--- src/rtl/cskip_sub32_seq.sv ---
// cskip_sub32_seq -- multi-cycle subtractor, one GROUP-bit slice per clock.
//
// Computes diff = a - b as a + ~b + 1 through a single carry-skip slice.
// The carry is registered between groups. Operands enter on a valid/ready port
// and the result leaves on a valid/ready port. Only one operation is in flight.
//
// Parameters:
//   WIDTH  operand/result width. Must be a multiple of GROUP, with WIDTH/GROUP >= 2.
//   GROUP  bits processed per RUN cycle.
//
// Ports:
//   clk, rst_n            clock and asynchronous active-low reset
//   in_valid / in_ready   operand handshake (in_ready is high only in IDLE)
//   a, b                  minuend and subtrahend; sampled on the accept edge
//   out_valid / out_ready result handshake (out_valid is high only in DONE)
//   diff                  (a - b) mod 2^WIDTH
//   borrow                1 when unsigned a < b
//   ovf                   signed overflow; present only when CSKIP_SUB_OVF_EN is defined
//
// Optional feature macro: CSKIP_SUB_OVF_EN (adds the ovf port and its logic).

// One GROUP-bit ripple slice with a carry-skip bypass. When every bit
// propagates, the carry-out equals the carry-in. The bypass selects that
// directly, and it gives the same value as the ripple chain.
module cskip_slice #(
  parameter int G = 4
) (
  input  logic [G-1:0] x,
  input  logic [G-1:0] y,
  input  logic         cin,
  output logic [G-1:0] sum,
  output logic         cout
);
  logic [G:0]   cc;
  logic [G-1:0] p;

  assign cc[0] = cin;
  assign p     = x ^ y;

  for (genvar i = 0; i < G; i++) begin : g_rip
    assign sum[i]  = p[i] ^ cc[i];
    assign cc[i+1] = (x[i] & y[i]) | (cc[i] & p[i]);
  end

  assign cout = (&p) ? cin : cc[G];
endmodule

module cskip_sub32_seq #(
  parameter int WIDTH = 32,
  parameter int GROUP = 4
) (
  input  logic             clk,
  input  logic             rst_n,
  input  logic             in_valid,
  output logic             in_ready,
  input  logic [WIDTH-1:0] a,
  input  logic [WIDTH-1:0] b,
  output logic             out_valid,
  input  logic             out_ready,
  output logic [WIDTH-1:0] diff,
  output logic             borrow
`ifdef CSKIP_SUB_OVF_EN
  ,
  output logic             ovf
`endif
);
  localparam int NGRP = WIDTH / GROUP;
  localparam int KW   = (NGRP > 1) ? $clog2(NGRP) : 1;

  typedef enum logic [1:0] {IDLE, RUN, DONE} state_t;

  state_t           state;
  logic [KW-1:0]    k;
  logic             carry;
  // Operands shift right one group per RUN cycle. The active group is always
  // in the low GROUP bits, so the slice needs no wide mux.
  logic [WIDTH-1:0] a_sh;
  logic [WIDTH-1:0] b_sh;   // holds ~b

  logic [GROUP-1:0] s_sum;
  logic             s_cout;
  logic             last;

  cskip_slice #(.G(GROUP)) u_slice (
    .x    (a_sh[GROUP-1:0]),
    .y    (b_sh[GROUP-1:0]),
    .cin  (carry),
    .sum  (s_sum),
    .cout (s_cout)
  );

  assign last      = (k == KW'(NGRP - 1));
  assign in_ready  = (state == IDLE);
  assign out_valid = (state == DONE);

  always_ff @(posedge clk or negedge rst_n) begin
    if (!rst_n) begin
      state  <= IDLE;
      k      <= '0;
      carry  <= 1'b1;
      a_sh   <= '0;
      b_sh   <= '0;
      diff   <= '0;
      borrow <= 1'b0;
`ifdef CSKIP_SUB_OVF_EN
      ovf    <= 1'b0;
`endif
    end else begin
      case (state)
        IDLE: begin
          if (in_valid) begin
            a_sh  <= a;
            b_sh  <= ~b;
            carry <= 1'b1;   // the +1 of the two's-complement negation
            k     <= '0;
            state <= RUN;
          end
        end
        RUN: begin
          a_sh  <= a_sh >> GROUP;
          b_sh  <= b_sh >> GROUP;
          // Result groups enter from the top. After NGRP cycles, group k sits at k*GROUP.
          diff  <= {s_sum, diff[WIDTH-1:GROUP]};
          carry <= s_cout;
          if (last) begin
            k      <= '0;
            state  <= DONE;
            borrow <= ~s_cout;
`ifdef CSKIP_SUB_OVF_EN
            // The top group is in the slice. a's sign bit is x[GROUP-1],
            // and b's sign bit is the inverse of y[GROUP-1].
            ovf    <= (a_sh[GROUP-1] == b_sh[GROUP-1]) & (s_sum[GROUP-1] != a_sh[GROUP-1]);
`endif
          end else begin
            k <= k + 1'b1;
          end
        end
        DONE: begin
          if (out_ready) state <= IDLE;
        end
        default: state <= IDLE;
      endcase
    end
  end
endmodule

--- config.mk ---
export PLATFORM = sky130hd
export DESIGN_NAME = cskip_sub32_seq
export DESIGN_NICKNAME = d
export VERILOG_FILES = /design/src/rtl/cskip_sub32_seq.sv
export SDC_FILE = /design/constraint.sdc
export NUM_CORES = 1
export LEC_CHECK = 0
export ABC_AREA = 1
export ABC_CLOCK_PERIOD_IN_PS = 2400
export CAP_MARGIN = 25
export CORE_MARGIN = 2
export CORE_UTILIZATION = 50
export CTS_CLUSTER_DIAMETER = 50
export DETAILED_ROUTE_END_ITERATION = 6
export GPL_ROUTABILITY_DRIVEN = 0
export GPL_TIMING_DRIVEN = 0
export HOLD_SLACK_MARGIN = 0.06
export PLACE_DENSITY = 0.85
export SYNTH_ARGS = -nofsm -noshare
export SYNTH_HDL_FRONTEND = slang
export SYNTH_SLANG_ARGS = --single-unit
--- constraint.sdc ---
create_clock -name clk -period 2.4 [get_ports clk]
set_input_delay 0.48 -clock clk [delete_from_list [all_inputs] [get_ports clk]]
set_output_delay 0.48 -clock clk [all_outputs]
set_load 0.02 [all_outputs]
==> results of run 1 <==
[cell usage in the layout, fill, tap and decap left out, types with 3 or more instances in the layout]
cell,instances
o21ai_1,47
clkbuf_2,3
o21ai_0,96
nor2_1,31
clkbuf_1,13
dfrtp_1,102
nand3_1,6
inv_1,20
clkinvlp_4,3
nand2_1,153
fa_1,4
buf_4,4
clkdlybuf4s50_1,101
buf_2,13
clkbuf_8,9
ha_1,6
[power by group]
| group | internal (mW) | switching [mW] |
|---|---|---|
| Combinational | 1.43 | 2.08 |
| Clock | 0.488 | 0.605 |
| Sequential | 2.57 | 0.522 |
[logic make-up after synthesis]
logic type | share of synthesized area
and+or+nand+nor | 0.166
AOI/OAI and AO/OA | 0.168
DFF | 0.580
buffers and inverters | 0.0507
adders and majority gates | 0.0349
[worst max path at each step]
| stage | from | endpoint | slack (ps) | depth (start not counted) |
|---|---|---|---|---|
| after global routing | a_sh[0] | carry | 10 | 10 |
| after detailed placement | a_sh[0] | carry | 150 | 10 |
| after global placement | rst_n | b_sh[21] | -2810 | 1 |
| after CTS | state[0] | in_ready | 120 | 2 |
| final | a_sh[0] | carry | 140 | 10 |
| after floorplan | a_sh[0] | carry | 320 | 10 |
[state kept, by name, indices dropped and copies added (netlist names)]
signal,flops
a_sh,32
state,2
k,3
b_sh,32
diff,32
borrow,1
carry,1
[routing by layer]
layer / GRT usage / wire length (µm)
met5: 0 / 0
met4: 0.0875 / 225
met3: 0.0487 / 565
met2: 0.371 / 5140
met1: 0.302 / 4460
[layout make-up]
| cell class | count | area (µm²) |
|---|---|---|
| fillers | 719 | 2850 |
| flip-flops and latches | 103 | 2580 |
| multi-input cells | 350 | 1640 |
| repair buffers | 104 | 1050 |
| plain buffers | 30 | 140 |
| well taps | 108 | 135 |
| clock buffers | 10 | 128 |
| inverters | 22 | 85.1 |
| clock inverters | 6 | 70.1 |
[critical path, delay by kind of cell, from the launching register on]
| family | cells | cell delay [ps] |
|---|---|---|
| compound gates | 1 | 120 |
| buf+inv | 3 | 160 |
| fa+ha+maj | 4 | 1330 |
| flops | 1 | 430 |
| simple gates | 2 | 170 |
[per-stage QoR]
step                      instance area [µm²]  hold WS (ps)  power, mW  utilization  TNS, ps
after floorplan                          4440           184       5.22            -        0
final                                    5830          73.5       7.69        0.672        0
after detailed placement                 5630           458       6.60        0.648        0
after global routing                     5830          93.4       8.35        0.672        0
after global placement                   5600           454       6.40        0.645  -287640
after CTS                                5820          78.8       7.70        0.671        0
[repair_timing]
item,in CTS,in global routing
buffers inserted,0,1
endpoints found under the setup margin,0,2
resized for setup,0,2
==> flow_metrics.tcl, run 1 <==
set metrics [dict create \
    layout-drive-gt1-share 0.0672 \
    report.final.setup_viol 0 \
    rr_worst_depth 10 \
    clockBufferDepth 2 \
    r2r_slack_ps 140 \
    worst-slew-pin-transition_ps 539 \
    power.density_mw_per_mm2 1320 \
    dp_hpwl_um 7580 \
    diodes 0 \
    coreArea_mm2 0.00868 \
    die_area_mm2 0.00966 \
    synth-seq-cells 103 \
    finClkSkew_ps 9.96 \
    drcViolationCount 0 \
    clk_root_buffer_cell "clkbuf_8" \
    synthTopCellsByCount "nand2_1, dfrtp_1, o21ai_0" \
    avgSynthCellArea_um2 8.80 \
    firstDrtPassIters 5 \
    layout.cells.non_filler 733 \
    hold_violations 0 \
    grt_util_all_layers 0.228 \
    place_inst 716 \
    rsz0062_at_grt "false" \
    synth_most_common_cell "nand2_1" \
    first_iter_violations 274 \
    slowest_delay_ps 440 \
    hold_buffers 0 \
    fin_nets 698 \
    dp_slack_ps 152 \
    irDropWorstVdd_v 0.000496 \
    ys_warn_count 0 \
    grt_pass1_vias 3910 \
    synth_area_leaders "dfrtp_1, nand2_1, o21ai_0" \
    grt_max_degree 68 \
    grt_antenna_before_repair 0 \
    maxSlewViolCount 0 \
    netlist.area_leader.share 0.574 \
    io-pin-count 103 \
    fmax_mhz 443 \
    reg2reg_to "carry" \
    port_buffers 102 \
    start_util 0.512 \
    crit_required_ps 2710 \
    crit_slowest_cell "fa_1" \
    hold_class "primary input to async pin" \
    clock_latency_ps 370 \
    path_cells "fa_1 -> fa_1 -> inv_1 -> fa_1 -> inv_1 -> fa_1 -> o21ai_1 -> nand3_1 -> nand2_1 -> inv_1" \
    startpoint_type "flip-flop" \
    setup_ws_ps 141 \
    critPathMostFrequentCell "fa_1" \
    synth_cell_types 21 \
    numCtsBuffers 9 \
    slew_headroom 0.641 \
    cts_sinks 103 \
    period_minus_slack_ps 2260 \
    worst_setup_path_end_kind "flip-flop" \
    dr_total_vias 3860 \
    wl_um 10400 \
    syn-num-nets 583 \
    die-height_um 98.3 \
    crit_fanout 3 \
    fp.dieW_um 98.3 \
    row_count 34 \
    synth_area_mm2 0.00444 \
    area_growth_pct 31.2 \
    ys.flop_type "dfrtp_1" \
    ys_seq_area_frac 0.580 \
    leakage_nw 2.59 \
    grt_pass1_wl_um 17800 \
    htree_levels 3 \
    path_clk_slew_ps 100 \
    timing.rr.start "a_sh[0]" \
    cts_tree "built" \
    synth_edf_count 0 \
    arrival_ps 2570 \
    timing.final.crit_share 0.941 \
    wl_per_cell_um 14.2 \
    critical_path_class "flip-flop to flip-flop" \
    ys_async_sr_fraction 1.00 \
    grt_overflow 0 \
    netlist_instances 505 \
    yosysTopAreaCell "dfrtp_1" \
    avgViaCountPerCell 5.27 \
    cap_violations 0 \
    ant_nets 0 \
    outcome "finished clean" \
]
(Power assumes the default switching activity.)
==> run 2: changes to the inputs <==
Settings changed: SKIP_CTS_REPAIR_TIMING set to 1.
==> results of run 2 <==
Same layout as run 1: the final DEF is identical, and so are final timing and power.
